===== src/rtl/mips_intctrl_if.sv =====
`default_nettype none
// ============================================================================
// Module   : mips_intctrl_if
// Brief    : Device request lines and register-window bus for mips_intctrl.
// Revision : 1.0
// ============================================================================
interface mips_intctrl_if #(
    parameter int NSRC = 8
);
    logic [NSRC-1:0] IRQ;
    logic [4:0]      Addr;
    logic            WE;
    logic [31:0]     Din;
    logic [31:0]     Dout;
    logic            HWIntOut;

    modport master (
        output IRQ, Addr, WE, Din,
        input  Dout, HWIntOut
    );

    modport slave (
        input  IRQ, Addr, WE, Din,
        output Dout, HWIntOut
    );
endinterface
`default_nettype wire


===== src/rtl/mips_intctrl.sv =====
`default_nettype none
// ============================================================================
// Module   : mips_intctrl
// Brief    : Fixed-priority interrupt controller with claim/EOI handshake
//            driving one CP0 hardware-interrupt line.
// Revision : 1.0
// ============================================================================
module mips_intctrl #(
    parameter int NSRC = 8
) (
    input  logic          clk,
    input  logic          reset,
    mips_intctrl_if.slave bus
);
    typedef enum logic [1:0] {
        S_IDLE = 2'd0,
        S_REQ  = 2'd1,
        S_SVC  = 2'd2
    } state_t;

    localparam logic [2:0] c_OFF_PEND  = 3'd0;
    localparam logic [2:0] c_OFF_MASK  = 3'd1;
    localparam logic [2:0] c_OFF_MODE  = 3'd2;
    localparam logic [2:0] c_OFF_CLAIM = 3'd3;
    localparam logic [2:0] c_OFF_EOI   = 3'd4;

    state_t          r_state;
    state_t          w_state_nxt;
    logic [NSRC-1:0] r_sync1;
    logic [NSRC-1:0] r_sync2;
    logic [NSRC-1:0] r_sync_d;
    logic [NSRC-1:0] r_mask;
    logic [NSRC-1:0] r_mode;
    logic [NSRC-1:0] r_epend;
    logic [4:0]      r_svc_id;

    logic [2:0]      w_off;
    logic            w_wr_pend;
    logic            w_wr_mask;
    logic            w_wr_mode;
    logic            w_wr_claim;
    logic            w_wr_eoi;
    logic            w_claim;
    logic [NSRC-1:0] w_pend;
    logic [NSRC-1:0] w_active;
    logic [NSRC-1:0] w_set;
    logic [NSRC-1:0] w_clr;
    logic [NSRC-1:0] w_claim_clr;
    logic [4:0]      w_cur_id;
    logic [31:0]     w_claim_rd;
    logic            w_unused;

    assign w_unused   = &{1'b0, bus.Addr[1:0], bus.Din};

    assign w_off      = bus.Addr[4:2];
    assign w_wr_pend  = bus.WE && (w_off == c_OFF_PEND);
    assign w_wr_mask  = bus.WE && (w_off == c_OFF_MASK);
    assign w_wr_mode  = bus.WE && (w_off == c_OFF_MODE);
    assign w_wr_claim = bus.WE && (w_off == c_OFF_CLAIM);
    assign w_wr_eoi   = bus.WE && (w_off == c_OFF_EOI);

    // Level sources report the synchronized line directly; edge sources the latch.
    assign w_pend   = (r_epend & r_mode) | (r_sync2 & ~r_mode);
    assign w_active = w_pend & r_mask;

    always_comb begin
        w_cur_id = '0;
        for (int i = NSRC - 1; i >= 0; i--) begin
            if (w_active[i]) w_cur_id = 5'(i);
        end
    end

    assign w_claim     = w_wr_claim && (r_state == S_REQ) && (|w_active);
    assign w_claim_clr = w_claim ? (NSRC'(1) << w_cur_id) : '0;
    assign w_set       = r_sync2 & ~r_sync_d & r_mode;
    assign w_clr       = (w_wr_pend ? bus.Din[NSRC-1:0] : '0) | w_claim_clr;

    always_ff @(posedge clk or posedge reset) begin
        if (reset) begin
            r_sync1  <= '0;
            r_sync2  <= '0;
            r_sync_d <= '0;
            r_mask   <= '0;
            r_mode   <= '0;
            r_epend  <= '0;
            r_svc_id <= '0;
        end else begin
            r_sync1  <= bus.IRQ;
            r_sync2  <= r_sync1;
            r_sync_d <= r_sync2;
            if (w_wr_mask) r_mask <= bus.Din[NSRC-1:0];
            if (w_wr_mode) r_mode <= bus.Din[NSRC-1:0];
            // A new edge overrides a same-cycle clear; level-mode bits never latch.
            r_epend  <= ((r_epend & ~w_clr) | w_set) & r_mode;
            if (w_claim) r_svc_id <= w_cur_id;
        end
    end

    always_ff @(posedge clk or posedge reset) begin
        if (reset) r_state <= S_IDLE;
        else       r_state <= w_state_nxt;
    end

    always_comb begin
        w_state_nxt = r_state;
        case (r_state)
            S_IDLE: if (|w_active) w_state_nxt = S_REQ;
            S_REQ: begin
                if (!(|w_active)) w_state_nxt = S_IDLE;
                else if (w_claim) w_state_nxt = S_SVC;
            end
            S_SVC:  if (w_wr_eoi) w_state_nxt = S_IDLE;
            default: w_state_nxt = S_IDLE;
        endcase
    end

    always_comb begin
        w_claim_rd = '0;
        case (r_state)
            S_REQ: w_claim_rd = {1'b1, 1'b0, 25'd0, w_cur_id};
            S_SVC: w_claim_rd = {1'b0, 1'b1, 25'd0, r_svc_id};
            default: w_claim_rd = '0;
        endcase
    end

    always_comb begin
        bus.Dout = '0;
        case (w_off)
            c_OFF_PEND:  bus.Dout = 32'(w_pend);
            c_OFF_MASK:  bus.Dout = 32'(r_mask);
            c_OFF_MODE:  bus.Dout = 32'(r_mode);
            c_OFF_CLAIM: bus.Dout = w_claim_rd;
            default:     bus.Dout = '0;
        endcase
    end

    assign bus.HWIntOut = (r_state == S_REQ);
endmodule
`default_nettype wire


===== src/flat_wrapper.sv =====
// flat-port wrapper written by rule: the top's interface ports become plain ports
module mips_intctrl_flat 
#(
    parameter int NSRC = 8
)
  (clk, reset, bus_IRQ, bus_Addr, bus_WE, bus_Din, bus_Dout, bus_HWIntOut);
  mips_intctrl_if #(.NSRC(NSRC)) bus_i ();
  input  logic clk;
  input  logic reset;
  input wire logic [$bits(bus_i.IRQ)-1:0] bus_IRQ;
  input wire logic [$bits(bus_i.Addr)-1:0] bus_Addr;
  input wire logic [$bits(bus_i.WE)-1:0] bus_WE;
  input wire logic [$bits(bus_i.Din)-1:0] bus_Din;
  output wire logic [$bits(bus_i.Dout)-1:0] bus_Dout;
  output wire logic [$bits(bus_i.HWIntOut)-1:0] bus_HWIntOut;
  assign bus_i.IRQ = bus_IRQ;
  assign bus_i.Addr = bus_Addr;
  assign bus_i.WE = bus_WE;
  assign bus_i.Din = bus_Din;
  assign bus_Dout = bus_i.Dout;
  assign bus_HWIntOut = bus_i.HWIntOut;
  mips_intctrl #(.NSRC(NSRC)) u_core (.clk(clk), .reset(reset), .bus(bus_i));
endmodule

===== config.mk =====
export PLATFORM = sky130hd
export DESIGN_NAME = mips_intctrl_flat
export DESIGN_NICKNAME = d
export VERILOG_FILES = /design/src/rtl/mips_intctrl_if.sv /design/src/rtl/mips_intctrl.sv /design/src/flat_wrapper.sv
export SDC_FILE = /design/constraint.sdc
export NUM_CORES = 1
export LEC_CHECK = 0
export BUFFER_PORTS_ARGS = -buffer_cell sky130_fd_sc_hd__buf_2
export CORE_UTILIZATION = 25
export DETAILED_ROUTE_END_ITERATION = 10
export GPL_TIMING_DRIVEN = 1
export SKIP_LAST_GASP = 1
export SLEW_MARGIN = 20
export SYNTH_ARGS = -nofsm -noshare
export SYNTH_HDL_FRONTEND = slang
export SYNTH_SLANG_ARGS = --single-unit

===== constraint.sdc =====
create_clock -name clk -period 3.3 [get_ports clk]
set_clock_uncertainty 0.05 [all_clocks]
set_input_delay 0.33 -clock clk [delete_from_list [all_inputs] [get_ports clk]]
set_output_delay 0.33 -clock clk [all_outputs]
set_load 0.02 [all_outputs]

### After elaboration in Yosys (flattened, before gate mapping)

Index checks and enable logic that the tools add are counted.

| cells by class | value |
|---|---|
| equality and inequality tests | 9 |
| shift operators | 1 |
| multiplexer cells | 17 |
| bitwise logic cells | 13 |
| reductions and logical operators | 11 |

Operators with widths:

| cell | count |
|---|---|
| 32-bit case mux with 4 select lines | 1 |
| 32-bit case mux with 2 select lines | 1 |
| 8-bit bitwise AND | 7 |
| 5-bit 2-to-1 mux | 7 |
| 8-bit NOT | 3 |
| 8-bit OR | 3 |
| 8-bit 2-to-1 mux | 2 |
| 2-bit 2-to-1 mux | 4 |
| 8-bit OR reduction | 1 |
| 1-bit by 5-bit << shifter with 8-bit output (first input constant) | 1 |
| 1-bit logical AND | 7 |
| 3-bit by 2-bit equality test with 1-bit output (second input constant) | 2 |
| 2-bit case mux with 3 select lines | 1 |
| 2-bit by 1-bit inequality test with 1-bit output (second input constant) | 2 |
| 3-bit by 1-bit equality test with 1-bit output (second input constant) | 1 |
| 3-bit equality test (second input constant) | 1 |
| 3-bit logical NOT | 1 |
| 3-bit 2-to-1 mux | 1 |
| 3-bit by 2-bit inequality test with 1-bit output (second input constant) | 1 |
| 3-bit AND reduction | 1 |
| 2-bit by 1-bit equality test with 1-bit output (second input constant) | 1 |
| 2-bit equality test (second input constant) | 1 |
| 2-bit logical NOT | 1 |

| word-level totals | value |
|---|---|
| bits in registers | 55 |
| input port bits | 48 |
| word-level logic and storage cells | 59 |

### Depth between registers and ports, before layout

Gate-level depths: netlist of run 1.

| logic depth | value |
|---|---|
| depth after elaboration | 19 |
| mapped depth | 7 |

### Worst setup path before layout of run 1

Ideal clock, no wire load.

| timing path | value |
|---|---|
| kind | reg-to-output |
| from | reg u_core.r_state[1] |
| to | out bus_Dout[2] |
| data arrival time | 1.590 ns |
| required time | 2.920 ns |
| setup slack | 1.330 ns |
| cell stages (with the launch flop) | 6 |
| path buffers | 0 |
| cells stage by stage | dfrtp_1 -> inv_1 -> ha_1 -> and3_1 -> nand2_1 -> o21ai_0 |

| on the way | value |
|---|---|
| cells in the longest elaborated chain, start to end | 3 |

Ends and longest elaborated chain:

| what | RTL line | text |
|---|---|---|
| start: declaration | mips_intctrl.sv:27 | `state_t r_state;` |
| start signal: assignment | mips_intctrl.sv:101 | `else r_state <= w_state_nxt;` |
| 2-bit by 1-bit equality test with 1-bit output | n/a |  |
| net bus_HWIntOut | flat_wrapper.sv:15 | `output wire logic [$bits(bus_i.HWIntOut)-1:0] bus_HWIntOut;` |
| 32-bit case mux with 2 select lines | mips_intctrl.sv:119 | `case (r_state)` |
| 32-bit case mux with 4 select lines | mips_intctrl.sv:128 | `case (w_off)` |
| end: declaration | flat_wrapper.sv:14 | `output wire logic [$bits(bus_i.Dout)-1:0] bus_Dout;` |

The timed path passes the listed nets, and every way through them passes these cells.

### Final worst setup path of run 1

| timing path | value |
|---|---|
| from | reg u_core.r_mode[5] |
| to | out bus_Dout[0] |

| on the way | value |
|---|---|
| cells in the longest elaborated chain, start to end | 12 |

Ends and longest elaborated chain:

| what | RTL line | text |
|---|---|---|
| start: declaration | mips_intctrl.sv:33 | `logic [NSRC-1:0] r_mode;` |
| start signal: assignment | mips_intctrl.sv:92 | `if (w_wr_mode) r_mode <= bus.Din[NSRC-1:0];` |
| 8-bit NOT | mips_intctrl.sv:63 | `assign w_pend = (r_epend & r_mode) \| (r_sync2 & ~r_mode);` |
| 8-bit bitwise AND | mips_intctrl.sv:63 |  |
| 8-bit OR * | mips_intctrl.sv:63 |  |
| 8-bit bitwise AND * | mips_intctrl.sv:64 | `assign w_active = w_pend & r_mask;` |
| 5-bit 2-to-1 mux * (6 in series) | mips_intctrl.sv:69 | `if (w_active[i]) w_cur_id = 5'(i);` |
| 32-bit case mux with 2 select lines * | mips_intctrl.sv:119 |  |
| 32-bit case mux with 4 select lines * | mips_intctrl.sv:128 |  |

Every way passes the cells marked *; elsewhere a longest branch is shown, timed or not.

==> metrics.txt, run 1 <==
layout cells sized above 1=0.259; Final Hold Viols=0; antenna cells=0; Port Buffer Count=32; EDFF count, synth=0; Pre-Repair DR Iteration Count=4; GRT overflow=0; WP buf/inv=1; Final GP Congestion=roughly 0.8; Post-Route WL=about 6000 um; most common cell after layout, fill and taps aside=dfrtp_1; area of the die=about 11000 um2; Initial Utilization=0.261; syn avg cell area=between 10 and 15 um2; RSZ-0062 raised after global routing=false; crit path time final=~2.4 ns; Final setup viols=0; GRT Total Usage=0.115; Slowest Stage Delay on Critical Path=0.44 ns; maximum clock path buffer count=2; initial antenna violation count=0; Mapped Area=~2700 um2; Rows=37; pre-CTS setup slack=between 0.9 and 1 ns; status=complete, no violations; WL/cell=14.1 um; largest net degree at the start of global routing=32; Die Width=107 um; detailed-route DRC error count=0; first-pass GRT wire length=10200 um; TritonCTS clock tree=done; Final #Nets=between 300 and 400; CP cell instances=mux2_2 > a22o_1 > o221ai_2 > nand2_1 > a31o_2 > buf_2; peak supply drop=roughly 0.18 mV; vias in the first global route=between 1500 and 2000; cell count after synthesis=about 260; asr flop ratio synth=1.00; H-tree Lvls=2; Area Overhead vs Synth=11.9%; crit-path leading delay family=compound AO/OA/AOI/OAI gates; Top Ports=81; max-slew violations=0; most frequent cells in the layout=53 x dfrtp_1, 33 x nand2_1, 32 x buf_2, 22 x conb_1, 19 x a21oi_1; f_max=slightly above 400 MHz; CORE AREA=roughly 10000 um2; vias per cell=between 4 and 5; Post-DRT Antenna Nets=0; arrival time worst endpoint=2.06 ns; CTS sink count=53; HPWL after DPL=about 4300 um; Clock transition at path regs=0.10 ns; worst slew pin tran=between 0.7 and 0.8 ns; #FFs+latches synth=53; Worst Setup Slack, final=about 0.86 ns; CTS Hold Bufs=0; Seq/Total Area, Yosys=0.485; Crit Path Class=reg2out; CTS buffer count=5; worst reg2reg setup slack=approximately 1.3 ns; CP max stage cell=dfrtp_1; worst-path fanout max=6; clk root buf=clkbuf_8; worst hold path class=in2async; drt initial violations=84; YS warnings=0; Clk Latency, worst-skew pair=0.30 ns; setup TNS=0 ns; final worst-path cycle share=0.739; Worst EP required=just under 3 ns; Slew HR=0.522; Lkg Pwr=1.38 nW; Setup crit start kind=flip-flop; # Post-CTS Setup Buffers=0; main flop type after synthesis=dfrtp_1; post-CTS sizing=0; Worst setup EP type=output pin; Pwr per Cell Area=566 nW/um2; Vias=between 1500 and 2000; die height=about 110 um; max-cap violation count=0; Yosys cell types=52
per-layer routing:
layer | routed length, um | GRT usage | vias to the layer above | part of all wire
met1 | 2930 | 0.157 | 971 | 0.49
met4 | 31 | 0.0264 | 0 | 0.0051
met2 | 2810 | 0.185 | 58 | 0.47
met5 | 0 | 0 | - | 0
met3 | 261 | 0.0243 | 2 | 0.043
li1 | - | - | 946 | -
metrics by stage:
step	instance area [um2]	utilization	total power, mW	instances	hold WS, ns
after floorplan	2810	-	1.23	280	0.281
after global placement	2950	0.282	1.32	421	0.283
after detailed placement	2950	0.282	1.33	421	0.286
after CTS	3060	0.292	1.75	429	0.0680
after global routing	3060	0.292	1.85	429	0.0580
final	3060	0.292	1.73	429	0.0567
layout make-up:
type | instances | area (um2)
clock buffer | 7 | 96.3
clock inverter | 1 | 8.76
fill | 1100 | 7400
inverter | 9 | 33.8
multi-input combinational | 189 | 1250
sequential | 53 | 1330
tap | 136 | 170
timing repair buffer | 34 | 175
cell usage after synthesis (all sizes together) (2+ instances only):
| cell type | count | share of area |
|---|---|---|
| a21boi | 2 | 0.0055 |
| a21oi | 19 | 0.035 |
| a22oi | 4 | 0.023 |
| a2bb2oi | 2 | 0.0087 |
| a31o | 2 | 0.0064 |
| a31oi | 2 | 0.0046 |
| and2 | 3 | 0.0069 |
| and3 | 3 | 0.0069 |
| buf | 26 | 0.070 |
| clkbuf | 3 | 0.0041 |
| dfrtp | 53 | 0.49 |
| ha | 4 | 0.018 |
| inv | 9 | 0.012 |
| mux2 | 20 | 0.086 |
| nand2 | 33 | 0.045 |
| nand2b | 4 | 0.0092 |
| nand3 | 7 | 0.013 |
| nand3b | 3 | 0.0082 |
| nand4 | 3 | 0.0092 |
| nor2 | 9 | 0.012 |
| nor2b | 2 | 0.0046 |
| nor3 | 3 | 0.011 |
| nor3b | 3 | 0.0082 |
| o21ai | 17 | 0.031 |
| o22ai | 3 | 0.0069 |
| o32a | 2 | 0.0073 |
| or3b | 2 | 0.0064 |
worst paths after layout:
path	cells after the start	startpoint	to
min in group clk	1	bus_IRQ[6]	u_core.r_sync1[6]
worst min register to register	0	u_core.r_sync1[0]	u_core.r_sync2[0]
max in group asynchronous	3	reset	u_core.r_state[0]
worst min-delay path	2	reset	u_core.r_sync2[3]
worst max-delay path	6	u_core.r_mode[5]	bus_Dout[0]
worst max register to register	6	u_core.r_state[1]	u_core.r_epend[6]
flip-flops by register name, summed over array words and instances, names as in the netlist:
| name | count |
|---|---|
| u_core.r_mode | 8 |
| u_core.r_epend | 8 |
| u_core.r_sync1 | 8 |
| u_core.r_mask | 8 |
| u_core.r_svc_id | 3 |
| u_core.r_state | 2 |
| u_core.r_sync2 | 8 |
| u_core.r_sync_d | 8 |
cells by family after synthesis:
family          after synthesis  synth area share
fa+ha+maj                     4            0.0183
buf+inv                      38            0.0870
other cells                   1           0.00137
mux                          21            0.0902
compound gates               65             0.170
simple gates                 77             0.148
flops                        53             0.485
power breakdown:
part | switching [mW] | internal [mW] | leakage, nW
Combinational | 0.277 | 0.206 | 0.682
Sequential | 0.0953 | 0.746 | 0.643
Clock | 0.213 | 0.194 | 0.0549
Total | 0.585 | 1.15 | 1.38
Note: power is estimated with default switching activity, not from simulation.
==> inputs of run 2 (changes only) <==
==> constraint.sdc (replaced) <==
create_clock -name clk -period 2.3 [get_ports clk]
set_clock_uncertainty 0.05 [all_clocks]
set_input_delay 0.23 -clock clk [delete_from_list [all_inputs] [get_ports clk]]
set_output_delay 0.23 -clock clk [all_outputs]
set_load 0.02 [all_outputs]
==> metrics.txt, run 2 (synthesized netlist as in run 1, its figures left out) <==
most common cell after layout, fill and taps aside=dfrtp_1; arrival time worst endpoint=between 1.5 and 2 ns; largest net degree at the start of global routing=54; max-cap violation count=0; TritonCTS clock tree=done; Slowest Stage Delay on Critical Path=roughly 0.42 ns; non-filler instance count after layout=~450; Worst Setup Slack, final=0.0871 ns; HPWL after DPL=4430 um; H-tree Lvls=2; Lkg Pwr=around 1.5 nW; most frequent cells in the layout=52 x dfrtp_1, 33 x nand2_1, 31 x buf_2, 22 x conb_1, 19 x a21oi_1; maximum clock path buffer count=2; CTS sink count=53; status=complete, no violations; vias per cell=4.59; Initial Utilization=0.261; worst hold path class=in2reg; Final Hold Viols=0; Pre-Repair DR Iteration Count=4; Final setup viols=0; Worst EP required=roughly 2.0 ns; GRT Total Usage=0.115; final worst-path cycle share=0.962; initial antenna violation count=0; Die Width=107 um; pre-CTS setup slack=approximately 0.3 ns; Area Overhead vs Synth=20.8%; CP cell instances=mux2_4 > a22o_1 > o221ai_2 > nand2_1 > a31o_2 > buf_4; Port Buffer Count=32; FF/Latch Area=1330 um2; die height=around 110 um; WL/cell=13.6 um; Top Ports=81; area of the die=between 10000 and 15000 um2; Final GP Congestion=just under 0.8; CP max stage cell=dfrtp_1; area of the multi-input gates=between 1000 and 1500 um2; peak supply drop=0.314 mV; setup TNS=0 ns; Pwr per Cell Area=roughly 780 nW/um2; crit path time final=approximately 2.2 ns; CORE AREA=10500 um2; Post-DRT Antenna Nets=0; layout cells sized above 1=0.293; Clk Latency, worst-skew pair=between 0.3 and 0.4 ns; CTS buffer count=5; placed cells=430; f_max=452 MHz; antenna cells=0; max-slew violations=0; Crit Path Class=reg2out; Clock transition at path regs=roughly 0.12 ns; Final #Nets=approximately 370; first-pass GRT wire length=between 10000 and 15000 um; Rows=37; Setup crit start kind=flip-flop; Vias=2078; Worst setup EP type=output pin; GRT overflow=0; clk root buf=clkbuf_8; Post-Route WL=approximately 6200 um; drt initial violations=114; fillers=about 1100; vias in the first global route=approximately 2000; detailed-route DRC error count=0; worst-path fanout max=4
[run 2: metrics by stage]
stage	cell area, um2	hold slack (ns)	power, mW	utilization
floorplan	2810	0.211	1.77	-
CTS	3240	0.0961	2.54	0.310
detailed placement	3030	0.258	1.94	0.290
finish	3300	0.100	2.57	0.316
global placement	3030	0.254	1.91	0.290
global route	3300	0.0998	2.73	0.316
[run 2: critical path: cells and delay by family (launching register included)]
kind	cells	cell delay, ns
flops	1	0.42
compound gates	3	0.58
mux	1	0.34
buf+inv	1	0.16
simple gates	1	0.11
[run 2: worst paths after layout]
| path | startpoint | end | slack, ns | depth (start not counted) |
|---|---|---|---|---|
| max | u_core.r_mode[5] | bus_Dout[0] | 0.09 | 6 |
| min | bus_Din[7] | u_core.r_mask[7] | 0.10 | 3 |
| max reg2reg | u_core.r_state[1] | u_core.r_epend[6] | 0.46 | 6 |
| min reg2reg | u_core.r_sync1[2] | u_core.r_sync2[2] | 0.31 | 0 |
| max in group asynchronous | reset | u_core.r_mode[7] | 1.51 | 4 |
| min in group asynchronous | reset | u_core.r_sync1[4] | 0.44 | 4 |
[run 2: area by class of cell]
cell class | count | share of cell area
flip-flops and latches | 53 | 0.402
multi-input cells | 189 | 0.386
repair buffers | 58 | 0.119
well taps | 136 | 0.0515
clock buffers | 5 | 0.0208
clock inverters | 3 | 0.0102
inverters | 9 | 0.0102
[run 2: repair_timing]
action | in CTS | in global routing
pin swaps | 0 | 5
hold buffers | 9 | 0
setup buffers | 2 | 4
gates resized for setup | 1 | 6
endpoints found under the setup margin | 3 | 2
endpoints found under the hold margin | 61 | 0
[run 2: power breakdown]
part	leakage, nW	switching [mW]	total [mW]	internal, mW
logic	0.807	0.421	0.790	0.369
registers	0.642	0.138	1.21	1.07
clock network	0.0511	0.345	0.572	0.228
total	1.50	0.904	2.57	1.67
[run 2: routing by layer]
metal,GRT usage,wire length (um),up-vias
met5,0,0,-
met4,0.0372,97,0
met3,0.0255,347,13
met2,0.168,2770,78
met1,0.166,2950,996
li1,-,-,991
